--- config.mk ---
export PLATFORM = sky130hd
export DESIGN_NAME = instruction_fetch_controller
export DESIGN_NICKNAME = d
export VERILOG_FILES = /design/src/rtl/instruction_fetch_controller_pkg.sv /design/src/rtl/instruction_fetch_controller_fetch_buffer.sv /design/src/rtl/instruction_fetch_controller.sv
export SDC_FILE = /design/constraint.sdc
export NUM_CORES = 1
export LEC_CHECK = 0
export ABC_AREA = 1
export ABC_CLOCK_PERIOD_IN_PS = 7150
export CAP_MARGIN = 5
export CORE_MARGIN = 2
export CORE_UTILIZATION = 59
export DETAILED_ROUTE_END_ITERATION = 8
export PLACE_DENSITY_LB_ADDON = 0.3
export SYNTH_ARGS = -nofsm -noshare
export SYNTH_HDL_FRONTEND = slang
export SYNTH_HIERARCHICAL = 1
export SYNTH_SLANG_ARGS = --single-unit
--- constraint.sdc ---
create_clock -name clk -period 7.15 [get_ports clk]
set_clock_uncertainty 0.1 [all_clocks]
set_input_delay 1.43 -clock clk [delete_from_list [all_inputs] [get_ports clk]]
set_output_delay 1.43 -clock clk [all_outputs]
set_load 0.02 [all_outputs]
--- src/rtl/instruction_fetch_controller_pkg.sv ---
// Shared definitions for the instruction fetch controller: state encoding,
// datapath widths and the sequential-PC helper.
package instruction_fetch_controller_pkg;

  localparam int XLEN        = 32;
  localparam int INSTR_BYTES = 4;
  localparam int BUF_DEPTH   = 2;

  typedef enum logic [1:0] {
    ST_IDLE  = 2'd0,
    ST_RUN   = 2'd1,
    ST_HOLD  = 2'd2,
    ST_FAULT = 2'd3
  } fetch_state_e;

  // Wraps naturally at 2^32, so FFFF_FFFC steps to 0000_0000.
  function automatic logic [XLEN-1:0] next_pc(input logic [XLEN-1:0] pc);
    return pc + XLEN'(INSTR_BYTES);
  endfunction

endpackage

--- src/rtl/instruction_fetch_controller_fetch_buffer.sv ---
// Two-entry {instr, pc} FIFO between the memory response and decode.
// Head is held in dedicated registers so the decode-facing outputs are registered.
module fetch_buffer
  import instruction_fetch_controller_pkg::*;
(
  input  logic            clk,
  input  logic            rst_n,
  input  logic            flush,
  input  logic            push,
  input  logic [XLEN-1:0] push_instr,
  input  logic [XLEN-1:0] push_pc,
  input  logic            pop,
  output logic [1:0]      occupancy,
  output logic            head_valid,
  output logic [XLEN-1:0] head_instr,
  output logic [XLEN-1:0] head_pc
);

  logic [1:0]      count;
  logic [XLEN-1:0] tail_instr;
  logic [XLEN-1:0] tail_pc;
  logic            do_pop;

  assign do_pop     = pop & (count != 2'd0);
  assign occupancy  = count;
  assign head_valid = (count != 2'd0);

  always_ff @(posedge clk or negedge rst_n) begin
    if (!rst_n) begin
      count      <= 2'd0;
      head_instr <= '0;
      head_pc    <= '0;
      tail_instr <= '0;
      tail_pc    <= '0;
    end else if (flush) begin
      count <= 2'd0;
    end else begin
      unique case ({push, do_pop})
        2'b11: begin
          if (count == 2'd1) begin
            head_instr <= push_instr;
            head_pc    <= push_pc;
          end else begin
            head_instr <= tail_instr;
            head_pc    <= tail_pc;
            tail_instr <= push_instr;
            tail_pc    <= push_pc;
          end
        end
        2'b01: begin
          head_instr <= tail_instr;
          head_pc    <= tail_pc;
          count      <= count - 2'd1;
        end
        2'b10: begin
          if (count == 2'd0) begin
            head_instr <= push_instr;
            head_pc    <= push_pc;
          end else begin
            tail_instr <= push_instr;
            tail_pc    <= push_pc;
          end
          count <= count + 2'd1;
        end
        default: ;
      endcase
    end
  end

endmodule

--- src/rtl/instruction_fetch_controller.sv ---
// Instruction fetch sequencer: PC, credit-based issue to a one-cycle-latency
// instruction memory, redirect kill/flush, loader hold and misaligned-target fault.
module instruction_fetch_controller
  import instruction_fetch_controller_pkg::*;
#(
  parameter logic [XLEN-1:0] RESET_PC = 32'h0000_0000
) (
  input  logic            clk,
  input  logic            rst_n,
  input  logic            halt,
  input  logic            redirect_valid,
  input  logic [XLEN-1:0] redirect_pc,
  output logic            imem_en,
  output logic [XLEN-1:0] imem_addr,
  input  logic [XLEN-1:0] imem_rdata,
  output logic            fetch_valid,
  output logic [XLEN-1:0] fetch_instr,
  output logic [XLEN-1:0] fetch_pc,
  input  logic            fetch_ready,
  output logic            misalign_err
);

  fetch_state_e    state_q, state_d;
  logic [XLEN-1:0] pc_q;
  logic            inflight_p1;
  logic [XLEN-1:0] issued_pc_p1;
  logic            misalign_q;

  logic            redirect_ok;
  logic            redirect_bad;
  logic            pop;
  logic            push;
  logic            issue;
  logic            credit_ok;
  logic [1:0]      occupancy;

  assign redirect_ok  = redirect_valid & (redirect_pc[1:0] == 2'b00);
  assign redirect_bad = redirect_valid & (redirect_pc[1:0] != 2'b00);
  assign pop          = fetch_valid & fetch_ready;

  // Reads already issued count against buffer space so a response never overflows.
  assign credit_ok = ({1'b0, occupancy} + {2'b00, inflight_p1}) < (3'd2 + {2'b00, pop});
  assign issue     = (state_q == ST_RUN) & ~halt & ~redirect_valid & credit_ok;

  // Any redirect kills the response arriving this cycle.
  assign push = inflight_p1 & ~redirect_valid;

  assign imem_en      = issue;
  assign imem_addr    = pc_q;
  assign misalign_err = misalign_q;

  always_comb begin
    state_d = state_q;
    unique case (state_q)
      ST_IDLE: state_d = ST_RUN;
      ST_RUN:  if (halt)  state_d = ST_HOLD;
      ST_HOLD: if (!halt) state_d = ST_RUN;
      default: state_d = ST_FAULT;
    endcase
    if (redirect_bad) state_d = ST_FAULT;
  end

  always_ff @(posedge clk or negedge rst_n) begin
    if (!rst_n) begin
      state_q     <= ST_IDLE;
      pc_q        <= RESET_PC;
      inflight_p1 <= 1'b0;
      misalign_q  <= 1'b0;
    end else begin
      state_q     <= state_d;
      inflight_p1 <= issue;
      misalign_q  <= misalign_q | redirect_bad;
      if (redirect_ok && state_q != ST_FAULT) begin
        pc_q <= redirect_pc;
      end else if (issue) begin
        pc_q <= next_pc(pc_q);
      end
    end
  end

  // ---- memory access stage -> response stage ----
  always_ff @(posedge clk) begin
    if (issue) issued_pc_p1 <= pc_q;
  end

  fetch_buffer u_buffer (
    .clk        (clk),
    .rst_n      (rst_n),
    .flush      (redirect_valid),
    .push       (push),
    .push_instr (imem_rdata),
    .push_pc    (issued_pc_p1),
    .pop        (pop),
    .occupancy  (occupancy),
    .head_valid (fetch_valid),
    .head_instr (fetch_instr),
    .head_pc    (fetch_pc)
  );

endmodule

# [Word level (Yosys, flattened, before mapping)]
# Cells that the tools add are included.
[classes] addsub=5 multipliers=0 div=0 order_cmp=1 eq_ne=12 shifts=0 mux=20 bitwise_logic=11 reduce_logical=13
[op_table] op="32-bit 2-to-1 mux" count=10
[op_table] op="32-bit case mux with 3 select lines" count=2
[op_table] op="32-bit case mux with 2 select lines" count=2
[op_table] op="32-bit by 3-bit adder with 32-bit output, second input constant" count=1
[op_table] op="1-bit AND" count=8
[op_table] op="2-bit 2-to-1 mux" count=4
[op_table] op="2-bit nonzero test" count=4
[op_table] op="2-bit by 1-bit equality test with 1-bit output, second input constant" count=3
[op_table] op="2-bit equality test, second input constant" count=3
[op_table] op="2-bit logical NOT" count=3
[op_table] op="2-bit != test, second input constant" count=3
[op_table] op="3-bit != test, second input constant" count=2
[op_table] op="2-bit case mux with 3 select lines" count=1
[op_table] op="3-bit nonzero test" count=2
[op_table] op="2-bit case mux with 2 select lines" count=1
[op_table] op="4-bit AND reduction" count=1
[op_table] op="2-bit by 1-bit adder with 3-bit output" count=1
[op_table] op="2-bit by 1-bit adder with 3-bit output, first input constant" count=1
[op_table] op="3-bit < comparator" count=1
[op_table] op="3-bit AND reduction" count=1
[op_table] op="2-bit by 1-bit adder with 2-bit output, second input constant" count=1
[op_table] op="2-bit by 1-bit != test with 1-bit output, second input constant" count=1
[op_table] op="1-bit inverter" count=2
[op_table] op="2-bit AND reduction" count=1
[op_table] op="3 further kinds" count=3
[word_totals] regBits=198 latch_bits=0 ram_bits=0 mem_bits_ro=0 out_inout_bits=99 elab_cells=72 memories=0

# [Logic depth before layout (Yosys ltp)]
[logic_depth] word_depth=7 ltp_mapped=15 depth_no_buf=12

# [By module]
# The synthesis kept the hierarchy.
[modules_own_cells] module="fetch_buffer" instances=1 cells_each=1141 area_each_um2=7707.4
[modules_own_cells] module="instruction_fetch_controller" instances=1 cells_each=448 area_each_um2=3588.4

# [Least setup slack after synthesis]
# No wires, ideal clock.
[synth_path] path_type="input -> output" start="input fetch_ready" end="output imem_en" arrival_ns=2.200 required_ns=5.620 path_slack_ns=3.420 cell_stages=3 cell_sequence="nand2_1 o21a_1 nor2_8"
[synth_via] elab_chain_cells=4
[synth_lines] item="from (decl)" line="instruction_fetch_controller.sv:19" source="input logic fetch_ready,"
[synth_lines] item="1-bit AND" line="instruction_fetch_controller.sv:39" source="assign pop = fetch_valid & fetch_ready;"
[synth_lines] item="2-bit by 1-bit adder with 3-bit output" line="instruction_fetch_controller.sv:42" source="assign credit_ok = ({1'b0, occupancy} + {2'b00, inflight_p1}) < (3'd2 + {2'b00, pop});"
[synth_lines] item="3-bit < comparator" line="instruction_fetch_controller.sv:42"
[synth_lines] item="1-bit AND" line="instruction_fetch_controller.sv:43" source="assign issue = (state_q == ST_RUN) & ~halt & ~redirect_valid & credit_ok;"
[synth_lines] item="to (decl)" line="instruction_fetch_controller.sv:13" source="output logic imem_en,"
# Every way passes these cells.

# [Worst setup path after layout]
[layout_path] start="input redirect_valid" end="output imem_en"
[layout_via] elab_chain_cells=3
[layout_lines] item="from (decl)" line="instruction_fetch_controller.sv:11" source="input logic redirect_valid,"
[layout_lines] item="1-bit inverter (no source line)"
[layout_lines] item="1-bit AND (2 in series)" line="instruction_fetch_controller.sv:43"
# Every way passes these cells.

==> results summary <==
The run finished with clean final reports. The total standard cell area after synthesis came out at 11300 um^2. The net count of the mapped netlist is about 1700. The startpoint type of the worst setup path is an input port. The number of hold-repair buffers added at the cts stage is 0.

The global-route met2 utilization came out at 0.506. The die is roughly 140 um tall. The signal on the critical path passes through clkdlybuf4s50_1, nor2_2, nand4_2, nor2_8, clkdlybuf4s50_1.

The post-synthesis cell count came out at between 1500 and 2000. The first-pass detailed-route iteration total is 6. The maximum level of the CTS H-tree is 4. The post-CTS resize count is 0. In the routed design, unresolved DRC markers number 0. The actual transition at the worst max-transition pin is between 1 and 1.5 ns. The top-level I/O count is around 170. In the final layout, the share of cells above drive strength 1 is 0.0482.

TritonCTS built the clock tree. The category of the most critical setup path is in -> out. The Yosys step of the flow raised 6 warnings. Hold is met by about 0.37 ns. In this design, the stage delay of the slowest critical-path cell is ~0.62 ns. The floorplan die area came out at around 20000 um^2. The met1 track utilization from global routing came out at 0.397. The detailed-route vias per instance is approximately 5.7. The max-slew violation count is 0. The period utilization is 0.659.

The highest ir drop seen on vdd is 0.171 mV. The number of clock sinks came out at about 200. STA classifies the critical path endpoint as a primary output. The final setup violation count is 0. In this design, the critical path's most frequently occurring cell is sky130_fd_sc_hd__clkdlybuf4s50_1. The post-CTS setup repair buffer count came out at 0. The remaining global-route overflow came out at 0. Along the worst path, the maximum fanout reaches 7. The layout overhead on the synthesized area is 18.9%.

The post-synthesis area per instance is around 7.1 um^2. Setup repair after global routing left no endpoint under its margin. The number of cell rows came out at 50.

The met3 global-route usage is 0.0532. The number of nets still failing antenna checks after routing is 0. The ratio of total power to cell area is 233 nW/um^2. Among all stages on the critical path, the largest delay is contributed by sky130_fd_sc_hd__clkdlybuf4s50_1. Static timing analysis puts the maximum clock frequency at roughly 0.21 GHz. The wire length of the first global-routing pass came out at ~49000 um. The most frequent standard cell in the layout excluding fill and tap cells is sky130_fd_sc_hd__nand2_1. The count of different cell masters after synthesis came out at 31. The max capacitance violation total is 0. The starting density of the core is 0.602.

The net total in the final layout came out at roughly 1800. The clock period minus final worst setup slack came out at 4.72 ns. The count of input and output buffers came out at 167. The leakage power came out at between 6 and 7 nW. The number of cells in the finished layout apart from fillers is ~1900. The DRC violation total after the first TritonRoute iteration is roughly 1100. The initial antenna violation count is 0. The detailed-route wire length per cell came out at ~15 um. The combined global-route utilization of all metal layers came out at 0.300.

The clock passes through at most 2 buffers. The number of antenna diodes in the final layout is 0. The width of the chip came out at around 140 um.

The worst hold path belongs to the class reg -> reg. Counting instances, the worst hold path has a depth of 0. The arrival time at the worst endpoint is roughly 3.2 ns. Entering global routing, the biggest net connects 90 pins. The global routing's busiest layer is met2.

Adding up every negative setup slack in the final design gives 0 ns. Once placement completed, the tool counted placed cells totaling 1903. The clock root buffer master is sky130_fd_sc_hd__clkbuf_16. The hold violation total from the final report came to 0.

Across all layers, the routed design uses roughly 11000 vias. The half-perimeter wire length of the detailed placement result is between 15000 and 20000 um. The worst pin sits at a relative slew slack of 0.259. The clock reaches the later pin of the worst-skew pair after ~0.43 ns. In the layout the commonest cells are sky130_fd_sc_hd__nand2_1 (544), sky130_fd_sc_hd__dfrtp_1 (166), sky130_fd_sc_hd__clkdlybuf4s50_1 (166).

In this run the standard cell core region covers approximately 19000 um^2. The sequential area share after synthesis came out at 0.453. The flop and latch count out of synthesis came out at just under 200. The via count of the first global-routing pass came out at ~10000. At the end of routability-driven placement, the weighted congestion stood at 0.921.

For this block, the routed nets add up to ~30000 um of wire. The TritonCTS buffer count came out at 17. The number of cell instances on the worst register-to-register path is 13. The clock transition at the registers of the reported paths came out at 0.08 ns. The worst path required time is approximately 5.6 ns.
[path summary, 6_finish.rpt]
path                            slack, ns                      end                  start
worst max-delay path                 2.43                  imem_en         redirect_valid
worst min-delay path                 0.37          issued_pc_p1[1]           imem_addr[1]
worst max register to register       3.06     u_buffer/head_pc[21]  u_buffer/occupancy[0]
worst min register to register       0.37          issued_pc_p1[1]           imem_addr[1]
max in group asynchronous            4.43            imem_addr[27]                  rst_n
min in group asynchronous            0.97  u_buffer/head_instr[22]                  rst_n
[power by group]
part,internal (mW),switching (mW)
Clock,0.497,0.463
Combinational,0.355,0.449
Sequential,1.29,0.0809
Total,2.14,0.993
[cell usage after synthesis]
library cell               number  share of area
sky130_fd_sc_hd__inv_2          6         0.0020
sky130_fd_sc_hd__nand4_1       67          0.037
sky130_fd_sc_hd__and2_1         1        0.00055
sky130_fd_sc_hd__nand4_2        1         0.0011
sky130_fd_sc_hd__nor2_2        13         0.0072
sky130_fd_sc_hd__edfxtp_1      32          0.085
sky130_fd_sc_hd__inv_1        165          0.055
sky130_fd_sc_hd__buf_4         21          0.014
sky130_fd_sc_hd__ha_1           5         0.0055
sky130_fd_sc_hd__mux2i_1        1        0.00089
sky130_fd_sc_hd__o21ai_1        7         0.0031
sky130_fd_sc_hd__a21oi_1       70          0.031
sky130_fd_sc_hd__buf_6          4         0.0040
sky130_fd_sc_hd__a21boi_0       1        0.00066
sky130_fd_sc_hd__o21a_1         2         0.0013
sky130_fd_sc_hd__dfrtp_1      166           0.37
sky130_fd_sc_hd__o21ai_0       79          0.035
sky130_fd_sc_hd__nand2_1      546           0.18
sky130_fd_sc_hd__nand2_2        1        0.00055
sky130_fd_sc_hd__buf_2         57          0.025
sky130_fd_sc_hd__o21bai_1       2         0.0013
sky130_fd_sc_hd__nand3_1      163          0.072
sky130_fd_sc_hd__nor3_2         2         0.0018
sky130_fd_sc_hd__nor2_8         2         0.0035
sky130_fd_sc_hd__nand3_2        1        0.00089
sky130_fd_sc_hd__or2_2          1        0.00055
sky130_fd_sc_hd__xnor2_1        5         0.0039
sky130_fd_sc_hd__nor2_1       147          0.049
sky130_fd_sc_hd__clkbuf_1      18         0.0060
sky130_fd_sc_hd__nand3b_1       1        0.00066
sky130_fd_sc_hd__nor2_4         2         0.0020
[metrics by stage]
stage | power [mW] | worst slack [ns] | utilization | cell area, um^2
floorplan | 1.77 | 3.42 | - | 11300
global placement | 2.18 | 2.44 | 0.685 | 12900
detailed placement | 2.19 | 2.42 | 0.685 | 12900
CTS | 3.15 | 2.41 | 0.716 | 13400
global route | 3.26 | 2.35 | 0.716 | 13400
finish | 3.13 | 2.43 | 0.716 | 13400
[cells by family after synthesis]
family,share of synthesized area
simple gates,0.358
buf+inv,0.106
flops,0.453
compound gates,0.0724
xor+xnor,0.00388
fa+ha+maj,0.00554
mux,0.000886
[final cells by class]
class / instances / area [um^2]
Fill cell: 1502 / 5340
Sequential cell: 198 / 5110
Multi-Input combinational cell: 1120 / 5030
Timing Repair Buffer: 180 / 1770
Inverter: 171 / 642
Clock buffer: 17 / 425
Tap cell: 234 / 293
Clock inverter: 15 / 155
[per-layer routing]
| metal | vias to the layer above | share of wire | routed length (um) |
|---|---|---|---|
| met5 | - | 0 | 0 |
| li1 | 5246 | - | - |
| met3 | 53 | 0.084 | 2520 |
| met4 | 0 | 0.018 | 528 |
| met2 | 549 | 0.49 | 14600 |
| met1 | 5103 | 0.41 | 12300 |
[worst max-delay path: cells and delay by family]
kind	cells	cell delay, ns
buf+inv	2	1.23
simple gates	3	0.52
[sequential cells by signal, summed over array words and instances (netlist names)]
signal,cells
u_buffer/tail_instr,32
u_buffer/head_instr,32
imem_addr,32
issued_pc_p1,32
u_buffer/head_pc,32
state_q,2
inflight_p1,1
u_buffer/tail_pc,32
misalign_err,1
u_buffer/occupancy,2
Power figures use the tool's default switching activity.
